## src/rtl/pipe_hazard_ctrl_if.sv

```systemverilog
// Hazard request / pipeline control bundle between hazard unit and pipe.
// master drives the requests, slave (the controller) drives the controls.
interface pipe_hazard_ctrl_if #(
  parameter int CNT_W = 32
);
  logic             stall;
  logic             stall2;
  logic             redirect;
  logic             halt_req;
  logic             pc_we;
  logic             ifid_we;
  logic             ifid_flush;
  logic             idex_bubble;
  logic             halted;
  logic [CNT_W-1:0] stall_cycles;
  logic [CNT_W-1:0] flush_count;

  modport master (
    output stall,
    output stall2,
    output redirect,
    output halt_req,
    input  pc_we,
    input  ifid_we,
    input  ifid_flush,
    input  idex_bubble,
    input  halted,
    input  stall_cycles,
    input  flush_count
  );

  modport slave (
    input  stall,
    input  stall2,
    input  redirect,
    input  halt_req,
    output pc_we,
    output ifid_we,
    output ifid_flush,
    output idex_bubble,
    output halted,
    output stall_cycles,
    output flush_count
  );
endinterface

```

## src/rtl/pipe_hazard_ctrl.sv

```systemverilog
// PC / IF-ID / ID-EX control from hazard-unit stall and redirect requests.
// Define PIPE_PERF_CNT_EN to build the saturating stall/flush counters.
module pipe_hazard_ctrl #(
  parameter int CNT_W = 32
) (
  input logic              clk,
  input logic              rst_n,
  pipe_hazard_ctrl_if.slave hz
);

  typedef enum logic [1:0] {
    RUN   = 2'd0,
    HOLD2 = 2'd1,
    HALT  = 2'd2
  } state_t;

  state_t state;
  state_t state_nx;

  logic do_s2;
  logic do_s1;
  logic do_halt;
  logic do_redir;

  logic pc_we;
  logic ifid_we;
  logic flush;
  logic bubble;
  logic halted;

  // Mutually exclusive request lines in RUN priority order
  always_comb begin
    do_s2    = hz.stall2;
    do_s1    = hz.stall & ~hz.stall2;
    do_halt  = hz.halt_req & ~hz.stall
             & ~hz.stall2;
    do_redir = hz.redirect & ~hz.stall
             & ~hz.stall2 & ~hz.halt_req;
  end

  always_ff @(posedge clk or negedge rst_n) begin
    if (!rst_n) begin
      state <= RUN;
    end else begin
      state <= state_nx;
    end
  end

  always_comb begin
    state_nx = state;
    pc_we    = 1'b0;
    ifid_we  = 1'b0;
    flush    = 1'b0;
    bubble   = 1'b0;
    halted   = 1'b0;
    case (state)
      RUN: begin
        unique case (1'b1)
          do_s2: begin
            bubble   = 1'b1;
            state_nx = HOLD2;
          end
          do_s1: begin
            bubble = 1'b1;
          end
          do_halt: begin
            state_nx = HALT;
          end
          do_redir: begin
            pc_we   = 1'b1;
            ifid_we = 1'b1;
            flush   = 1'b1;
          end
          default: begin
            pc_we   = 1'b1;
            ifid_we = 1'b1;
          end
        endcase
      end
      HOLD2: begin
        bubble   = 1'b1;
        state_nx = RUN;
      end
      HALT: begin
        bubble = 1'b1;
        halted = 1'b1;
      end
      default: begin
        state_nx = RUN;
      end
    endcase
    // Reset freezes the front end and feeds nops into EX
    if (!rst_n) begin
      pc_we    = 1'b0;
      ifid_we  = 1'b0;
      flush    = 1'b0;
      bubble   = 1'b1;
      halted   = 1'b0;
      state_nx = RUN;
    end
  end

  assign hz.pc_we       = pc_we;
  assign hz.ifid_we     = ifid_we;
  assign hz.ifid_flush  = flush;
  assign hz.idex_bubble = bubble;
  assign hz.halted      = halted;

`ifdef PIPE_PERF_CNT_EN
  logic [CNT_W-1:0] stall_q;
  logic [CNT_W-1:0] flush_q;
  logic             cnt_stall;

  assign cnt_stall = bubble & (state != HALT);

  always_ff @(posedge clk or negedge rst_n) begin
    if (!rst_n) begin
      stall_q <= '0;
      flush_q <= '0;
    end else begin
      if (cnt_stall && (stall_q != '1)) begin
        stall_q <= stall_q + CNT_W'(1);
      end
      if (flush && (flush_q != '1)) begin
        flush_q <= flush_q + CNT_W'(1);
      end
    end
  end

  assign hz.stall_cycles = stall_q;
  assign hz.flush_count  = flush_q;
`else
  assign hz.stall_cycles = '0;
  assign hz.flush_count  = '0;
`endif

  a_flush_bubble_excl : assert property (
    @(posedge clk) disable iff (!rst_n)
    !(hz.ifid_flush && hz.idex_bubble)
  );

endmodule

```

## src/flat_wrapper.sv

```systemverilog
// flat-port wrapper written by rule: the top's interface ports become plain ports
module pipe_hazard_ctrl_flat 
#(
  parameter int CNT_W = 32
)
  (clk, rst_n, hz_stall, hz_stall2, hz_redirect, hz_halt_req, hz_pc_we, hz_ifid_we, hz_ifid_flush, hz_idex_bubble, hz_halted, hz_stall_cycles, hz_flush_count);
  pipe_hazard_ctrl_if #(.CNT_W(CNT_W)) hz_i ();
  input logic clk;
  input logic rst_n;
  input wire logic [$bits(hz_i.stall)-1:0] hz_stall;
  input wire logic [$bits(hz_i.stall2)-1:0] hz_stall2;
  input wire logic [$bits(hz_i.redirect)-1:0] hz_redirect;
  input wire logic [$bits(hz_i.halt_req)-1:0] hz_halt_req;
  output wire logic [$bits(hz_i.pc_we)-1:0] hz_pc_we;
  output wire logic [$bits(hz_i.ifid_we)-1:0] hz_ifid_we;
  output wire logic [$bits(hz_i.ifid_flush)-1:0] hz_ifid_flush;
  output wire logic [$bits(hz_i.idex_bubble)-1:0] hz_idex_bubble;
  output wire logic [$bits(hz_i.halted)-1:0] hz_halted;
  output wire logic [$bits(hz_i.stall_cycles)-1:0] hz_stall_cycles;
  output wire logic [$bits(hz_i.flush_count)-1:0] hz_flush_count;
  assign hz_i.stall = hz_stall;
  assign hz_i.stall2 = hz_stall2;
  assign hz_i.redirect = hz_redirect;
  assign hz_i.halt_req = hz_halt_req;
  assign hz_pc_we = hz_i.pc_we;
  assign hz_ifid_we = hz_i.ifid_we;
  assign hz_ifid_flush = hz_i.ifid_flush;
  assign hz_idex_bubble = hz_i.idex_bubble;
  assign hz_halted = hz_i.halted;
  assign hz_stall_cycles = hz_i.stall_cycles;
  assign hz_flush_count = hz_i.flush_count;
  pipe_hazard_ctrl #(.CNT_W(CNT_W)) u_core (.clk(clk), .rst_n(rst_n), .hz(hz_i));
endmodule
```

## config.mk

```make
export PLATFORM = sky130hd
export DESIGN_NAME = pipe_hazard_ctrl_flat
export DESIGN_NICKNAME = d
export VERILOG_FILES = /design/src/rtl/pipe_hazard_ctrl_if.sv /design/src/rtl/pipe_hazard_ctrl.sv /design/src/flat_wrapper.sv
export SDC_FILE = /design/constraint.sdc
export NUM_CORES = 1
export LEC_CHECK = 0
export BUFFER_PORTS_ARGS = -buffer_cell sky130_fd_sc_hd__buf_4
export CAP_MARGIN = 20
export CORE_UTILIZATION = 37
export DETAILED_ROUTE_END_ITERATION = 10
export PLACE_DENSITY = 0.85
export SLEW_MARGIN = 40
export SYNTH_ARGS = -nofsm -noshare
export SYNTH_HDL_FRONTEND = slang
export SYNTH_SLANG_ARGS = --single-unit
```

## constraint.sdc

```tcl
create_clock -name clk -period 2.6 [get_ports clk]
set_clock_uncertainty 0.15 [all_clocks]
set_input_delay 0.78 -clock clk [delete_from_list [all_inputs] [get_ports clk]]
set_output_delay 0.78 -clock clk [all_outputs]
set_load 0.05 [all_outputs]
```

# Word level (Yosys, flattened, before mapping)
# Index checks and enable logic that the tools add are counted.
[op_classes]
n_bitwise = 9
reduce_logical = 5
muxes = 14
eq_ne = 4
[ops]
columns = ["operator", "n"]
rows = [
  ["1-bit 2-to-1 mux", 10],
  ["2-bit case mux with 2 select lines", 2],
  ["1-bit bitwise AND", 6],
  ["4-bit by 3-bit inequality test with 1-bit output, second input constant", 1],
  ["2-bit OR reduction", 2],
  ["1-bit NOT", 3],
  ["3-bit OR reduction", 1],
  ["2-bit by 1-bit == test with 1-bit output, second input constant", 1],
  ["2-bit == test, second input constant", 1],
  ["2-bit logical NOT", 1],
  ["2-bit 2-to-1 mux", 1],
  ["2-bit inequality test, second input constant", 1],
  ["1-bit case mux with 2 select lines", 1],
  ["2-bit AND reduction", 1],
]
[word_totals]
inputBits = 6
register_bits = 2
word_cells = 33

# Depth between registers and ports, before layout
# Gate-level depths: netlist of run 1.
[logic_depth]
depth_word = 7
ltp_mapped = 5
mapped_depth_nobuf = 4

# Worst setup path after synthesis of run 1
# OpenSTA, ideal clock, no wires.
[synth_timing]
path_type = "in2out"
start = "in hz_stall2"
end = "out hz_pc_we"
arrival_time_ns = 1.698
t_required_ns = 1.670
cell_stages = 3
setup_slack_ns = -0.028
cell_sequence = "nor2b_1 and3_1 buf_4"
[synth_between]
elab_chain_len = 6
elab_cells_between_ends = 7
[synth_rtl]
columns = ["element", "line_no", "text"]
rows = [
  ["from (decl)", "flat_wrapper.sv:11", "input wire logic [$bits(hz_i.stall2)-1:0] hz_stall2;"],
  ["1-bit NOT", "pipe_hazard_ctrl.sv:34, pipe_hazard_ctrl.sv:36", ""],
  ["1-bit bitwise AND (on tied branches)", "pipe_hazard_ctrl.sv:36, pipe_hazard_ctrl.sv:34", ""],
  ["3-bit OR reduction (no source line) *", "n/a", ""],
  ["1-bit 2-to-1 mux * (3 in a row)", "n/a", ""],
  ["to (decl)", "flat_wrapper.sv:14", "output wire logic [$bits(hz_i.pc_we)-1:0] hz_pc_we;"],
]
# Every way passes the cells marked *; elsewhere a longest branch is shown, timed or not.

# Final worst setup path of run 1
[layout_timing]
start = "reg u_core.state[0]"
end = "out hz_pc_we"
[layout_between]
elab_chain_len = 3
[layout_rtl]
columns = ["element", "line_no", "text"]
rows = [
  ["from (decl)", "pipe_hazard_ctrl.sv:17", "state_t state;"],
  ["from (signal assigned)", "pipe_hazard_ctrl.sv:45", "state <= state_nx;"],
  ["2-bit logical NOT", "pipe_hazard_ctrl.sv:56", "case (state)"],
  ["1-bit 2-to-1 mux", "pipe_hazard_ctrl.sv:56", ""],
  ["1-bit 2-to-1 mux", "pipe_hazard_ctrl.sv:93", "if (!rst_n) begin"],
]
# Every way passes these cells.

==> results of run 1 <==
-- where the power goes --
group	internal, mW	total (mW)	switching [mW]
combinational	0.0163	0.240	0.224
clock	0.0509	0.0678	0.0169
sequential	0.0331	0.0348	0.00172
total	0.100	0.343	0.243
-- synthesized netlist by cell type, drive strengths merged --
cell type | instances | area share (%)
o21ai | 2 | 1.4
ha | 3 | 5.4
and3 | 1 | 0.90
buf | 65 | 71
inv | 2 | 1.1
o221a | 1 | 1.6
dfrtp | 2 | 7.2
a22oi | 1 | 1.1
nor2b | 2 | 1.8
nor3 | 1 | 0.72
nor4b | 1 | 3.4
and2 | 1 | 0.90
mux2i | 1 | 1.4
and4 | 1 | 1.3
nor2 | 1 | 0.54
conb | 1 | 0.54
-- critical path, stage by stage, from the launching register on --
cell	delay [ns]
dfrtp_1	0.39
inv_1	0.10
ha_1	0.17
nor2b_1	0.21
and3_2	0.21
buf_4	0.19
-- cell usage in the layout, fill, tap and decap left out --
| cell type | n |
|---|---|
| nor4b_4 | 1 |
| conb_1 | 64 |
| nor2b_1 | 2 |
| ha_1 | 3 |
| and4_1 | 1 |
| and3_2 | 1 |
| clkbuf_4 | 3 |
| dfrtp_1 | 2 |
| nor2_1 | 1 |
| buf_4 | 10 |
| o221a_2 | 1 |
| nor3_1 | 1 |
| mux2i_1 | 1 |
| a22oi_2 | 1 |
| o21ai_0 | 2 |
| and2_1 | 1 |
| inv_1 | 2 |
-- per-layer routing --
metal / vias to the layer above / global-route usage [%] / routed length (microns) / share of wire (%)
li1: 166 / - / - / -
met2: 37 / 8.41 / 370 / 55
met5: - / 0 / 0 / 0
met3: 0 / 4.80 / 111 / 16
met1: 158 / 4.83 / 195 / 29
met4: 0 / 7.27 / 0 / 0
-- path summary, 6_finish.rpt --
check	from	to	cells after the start	slack, ns
setup / recovery	u_core.state[0]	hz_pc_we	5	0.17
setup reg to reg	u_core.state[0]	u_core.state[1]	4	1.15
hold / removal	rst_n	u_core.state[1]	1	0.21
max in group asynchronous	rst_n	u_core.state[0]	1	1.97
min in group clk	u_core.state[1]	u_core.state[1]	1	0.47
hold reg to reg	u_core.state[1]	u_core.state[1]	1	0.47
-- through the flow --
stage / area [sq um] / instances / utilization, % / setup slack [ns]
2_1_floorplan: 935 / 149 / - / 0.138
3_3_place_gp: 553 / 119 / 31.7 / 0.186
3_5_place_dp: 553 / 119 / 31.7 / 0.170
4_1_cts: 576 / 122 / 33.0 / 0.155
5_1_grt: 576 / 122 / 33.0 / 0.0653
6_report: 576 / 122 / 33.0 / 0.172
-- cell families (layout without fill, tap and decap cells) --
logic type,Yosys count,after routing,share of synthesized area [%]
buf+inv,67,15,71.6
simple gates,8,8,9.58
compound gates,4,4,4.16
fa+ha+maj,3,3,5.43
flops,2,2,7.23
other cells,1,64,0.542
mux,1,1,1.45
-- final cells by class --
| cell class | instances | share of cell area [%] |
|---|---|---|
| clock buffers | 3 | 3.91 |
| inverters | 2 | 1.30 |
| multi-input cells | 80 | 67.6 |
| flip-flops and latches | 2 | 8.70 |
| well taps | 25 | 5.43 |
| repair buffers | 10 | 13.0 |
==> run_results.csv, run 1 <==
group,metric,value,unit
outcome,status,"completed",
cells_and_area,reg_top3,"u_core.state x2",
min_path,hp-class,"input port to async pin",
yosys,seq_area_frac_synth,7.23,%
floorplanning,fp.dieW,45.2,microns
yosys,syn_inst,86,
timing,finalCritPeriodShare,93.4,%
timing,rsz0062_at_grt,"no",
cells_and_area,largest_register,"u_core.state",
yosys,synth_seq_cells,2,
yosys,synth_cell_type_count,16,
global_route,grt_overflow,0,
yosys,syn_area,692,sq um
floorplanning,io_pins,75,
route,wirelength,677,microns
timing,drv_slew,0,
floorplanning,rows,15,
timing,finalSetupViolCount,0,
cells_and_area,multi_input_area,389,sq um
pwr,leakage,0.367,nW
cts,clkTransAtPathRegs,0.03,ns
floorplanning,start_util,39.6,%
cts,clkLatencyLatePin,0.22,ns
critical_path,critPathArrivalTime,1.50,ns
route,drt_first_pass_iters,3,
cells_and_area,largest_reg_flops,2,
cts,cts_tree,"built",
global_route,grt.total_usage,6.04,%
timing,finalHoldViolCount,0,
critical_path,crit_fanout,4,
global_route,antenna_found_initial,0,
cts,post_cts_buffers,0,
route,drc,0,
cts,clockBufferDepth,2,
cts,htreeDepth,1,
cts,cts.sinks,2,
cts,cts_root_buf,"clkbuf_4",
cells_and_area,n_antenna_cell,0,
cells_and_area,drive_gt1_share,17.5,%
cells_and_area,fin_nets,108,
timing,max_freq,412,MHz
cts,ctsHoldBuffers,0,
timing,timing.setup.tns,0,ns
critical_path,worstPathRequired,1.67,ns
cts,cts_made_buffers,3,
route,first_iter_violations,3,
cts,cts_resized,0,
route,ant_nets,0,
cells_and_area,regArea,50.0,sq um
critical_path,worst-setup-path-type,"register to output port",
timing,fin_crit,2.43,ns
placement,dp_hpwl,593,microns
cells_and_area,area_growth,-16.8,%
yosys,yosys_warnings,0,
placement,port_buffers,10,
global_route,grt_start_max_net_pins,10,
route,vias,361,
critical_path,cp-end-kind,"output port",
global_route,grt_pass1_wl,759,microns
pwr,p_per_area,596,nW/um^2
run,cap_violations,0,
placement,gp_congestion,0.801,
global_route,grt_pass1_vias,200,
pwr,ir_drop,0.160,mV
route,wl_per_cell,5.55,microns
route,via_per_inst,2.96,
cells_and_area,n_fill_cell,200,
floorplanning,fp.dieH,45.2,microns
critical_path,setup.worst_path.start_class,"register",
floorplanning,coreArea,1750,sq um
yosys,avgSynthCellArea,8.05,sq um
pwr,total_power,0.343,mW
floorplanning,die_area,2050,sq um
timing,hold_slack,0.212,ns
(Power assumes the default switching activity.)
==> inputs of run 2 (changes only) <==
--- a/config.mk
+++ b/config.mk
@@ -8,6 +8,7 @@
 export BUFFER_PORTS_ARGS = -buffer_cell sky130_fd_sc_hd__buf_4
 export CAP_MARGIN = 20
 export CORE_UTILIZATION = 37
+export CTS_BUF_LIST = sky130_fd_sc_hd__clkbuf_16
 export DETAILED_ROUTE_END_ITERATION = 10
 export PLACE_DENSITY = 0.85
 export SLEW_MARGIN = 40
==> run 2 against run 1 <==
Sequential share of layout area down 0.73 points. Final area up 9.1%. Clock power rose to 3.4 times the previous value. Critical path depth down 1. Highest routed layer unchanged. Total power up 47%. Largest cell class unchanged. Sequential cell count unchanged. Critical path type is now input port to output port. Combinational power about the same. Die area unchanged. Cell count unchanged. Non-clock buffer count unchanged.
==> run_results.csv, run 2 (synthesis gave the netlist of run 1 again) <==
group,metric,value,unit
min_path,hp-class,"input port to async pin",
pwr,seqPwrFrac,6.9,%
route,via_per_inst,2.98,
cells_and_area,final_cell_mix,"64 x conb_1, 10 x buf_4, 3 x ha_1, 3 x clkbuf_16",
cells_and_area,n_antenna_cell,0,
cts,cts_made_buffers,3,
global_route,use_met3,3.60,%
pwr,total_power,0.504,mW
route,drc,0,
timing,max_freq,412,MHz
global_route,antenna_found_initial,0,
floorplanning,start_util,39.6,%
cells_and_area,largest_register,"u_core.state",
cells_and_area,final_common_cell,"conb_1",
cts,ctsHoldBuffers,0,
placement,dp_hpwl,593,microns
cts,cts_tree,"built",
cells_and_area,area_growth,-9.22,%
pwr,p_switching,0.259,mW
timing,finalHoldViolCount,0,
critical_path,worst-setup-path-type,"input port to output port",
cells_and_area,regArea,50.0,sq um
floorplanning,die_area,2050,sq um
cells_and_area,reg_top3,"u_core.state x2",
critical_path,r2r-start,"u_core.state[0]",
placement,port_buffers,10,
critical_path,cp_slowest_cell,"and3_2",
timing,rsz0062_at_grt,"no",
critical_path,rr_worst_depth,4,
floorplanning,rows,15,
pwr,p_int,0.245,mW
pwr,ir_drop,0.246,mV
global_route,grt_start_max_net_pins,10,
cts,cts.sinks,2,
route,wl_per_cell,5.72,microns
global_route,use_met2,8.41,%
timing,finalCritPeriodShare,93.4,%
floorplanning,io_pins,75,
route,wirelength,698,microns
floorplanning,coreArea,1750,sq um
floorplanning,fp.dieH,45.2,microns
route,vias,363,
global_route,grt.busiest_layer,"met2",
timing,finalSetupViolCount,0,
timing,hold_slack,0.215,ns
global_route,grt_pass1_vias,199,
route,first_iter_violations,3,
placement,place_area,553,sq um
timing,timing.setup.tns,0,ns
cells_and_area,design_area,628,sq um
outcome,status,"completed",
critical_path,timing.rr.end,"u_core.state[1]",
pwr,leakage,0.390,nW
cts,cts_root_buf,"clkbuf_16",
cells_and_area,final_util,36.0,%
cells_and_area,fin_nets,108,
route,ant_nets,0,
global_route,grt.total_usage,5.96,%
pwr,combPwrFrac,47.6,%
cts,post_cts_buffers,0,
cts,htreeDepth,1,
critical_path,path_cells,"buf_4 > nor2b_1 > and3_2 > buf_4",
global_route,grt_overflow,0,
critical_path,r2r_slack,1.16,ns
critical_path,critPathArrivalTime,1.50,ns
critical_path,cp-end-kind,"output port",
placement,gp_congestion,0.801,
critical_path,cp_slowest_stage_delay,0.21,ns
critical_path,cpMostUsedCell,"buf_4",
cts,clkTransAtPathRegs,0.03,ns
pwr,p_per_area,803,nW/um^2
floorplanning,fp.dieW,45.2,microns
cts,cts_resized,0,
critical_path,setup.worst_path.start_class,"input port",
timing,drv_slew,0,
pwr,clkPwrFrac,45.5,%
timing,fin_crit,2.43,ns
critical_path,worstPathRequired,1.67,ns
cells_and_area,multi_input_area,389,sq um
run,cap_violations,0,
cells_and_area,largest_reg_flops,2,
cts,clkLatencyLatePin,0.22,ns
route,drt_first_pass_iters,2,
cells_and_area,drive_gt1_share,17.5,%
cts,clockBufferDepth,2,
critical_path,crit_fanout,4,
global_route,grt_pass1_wl,786,microns
cells_and_area,n_fill_cell,195,
pwr,p_sw_share,51.4,%
global_route,grt_util_met1,5.31,%
## run 2: routing by layer
metal | vias to the layer above | routed length (microns)
li1 | 164 | -
met2 | 37 | 373
met3 | 0 | 116
met4 | 0 | 0
met1 | 162 | 207
met5 | - | 0
## run 2: layout make-up
cell class	instances	share of cell area [%]
tap	25	4.98
timing repair buffer	10	12.0
inverter	2	1.20
sequential	2	7.97
multi-input combinational	80	62.0
clock buffer	3	12.0
## run 2: critical path, delay by kind of cell
kind,cells,cell delay [ns]
and+or+nand+nor,2,0.39
buffers and inverters,2,0.32
## run 2: how the worst max path moves through the flow
stage | cells after the start | start | endpoint
floorplan | 3 | hz_stall2 | hz_pc_we
global placement | 4 | hz_stall2 | hz_pc_we
detailed placement | 4 | hz_stall2 | hz_pc_we
CTS | 5 | u_core.state[0] | hz_pc_we
global route | 5 | u_core.state[0] | hz_pc_we
finish | 4 | hz_stall2 | hz_pc_we
## run 2: through the flow
step | worst slack, ns | instances
after floorplan | 0.138 | 149
after global placement | 0.186 | 119
after detailed placement | 0.170 | 119
after CTS | 0.170 | 122
after global routing | 0.0764 | 122
final | 0.171 | 122
## run 2: power by group through the flow
stage	Sequential (mW)	Clock [mW]	Combinational [mW]
5_1_grt	0.0351	0.237	0.250
2_1_floorplan	0.0348	0	0.300
3_5_place_dp	0.0351	0	0.239
3_3_place_gp	0.0351	0	0.238
6_report	0.0348	0.229	0.240
4_1_cts	0.0348	0.235	0.239
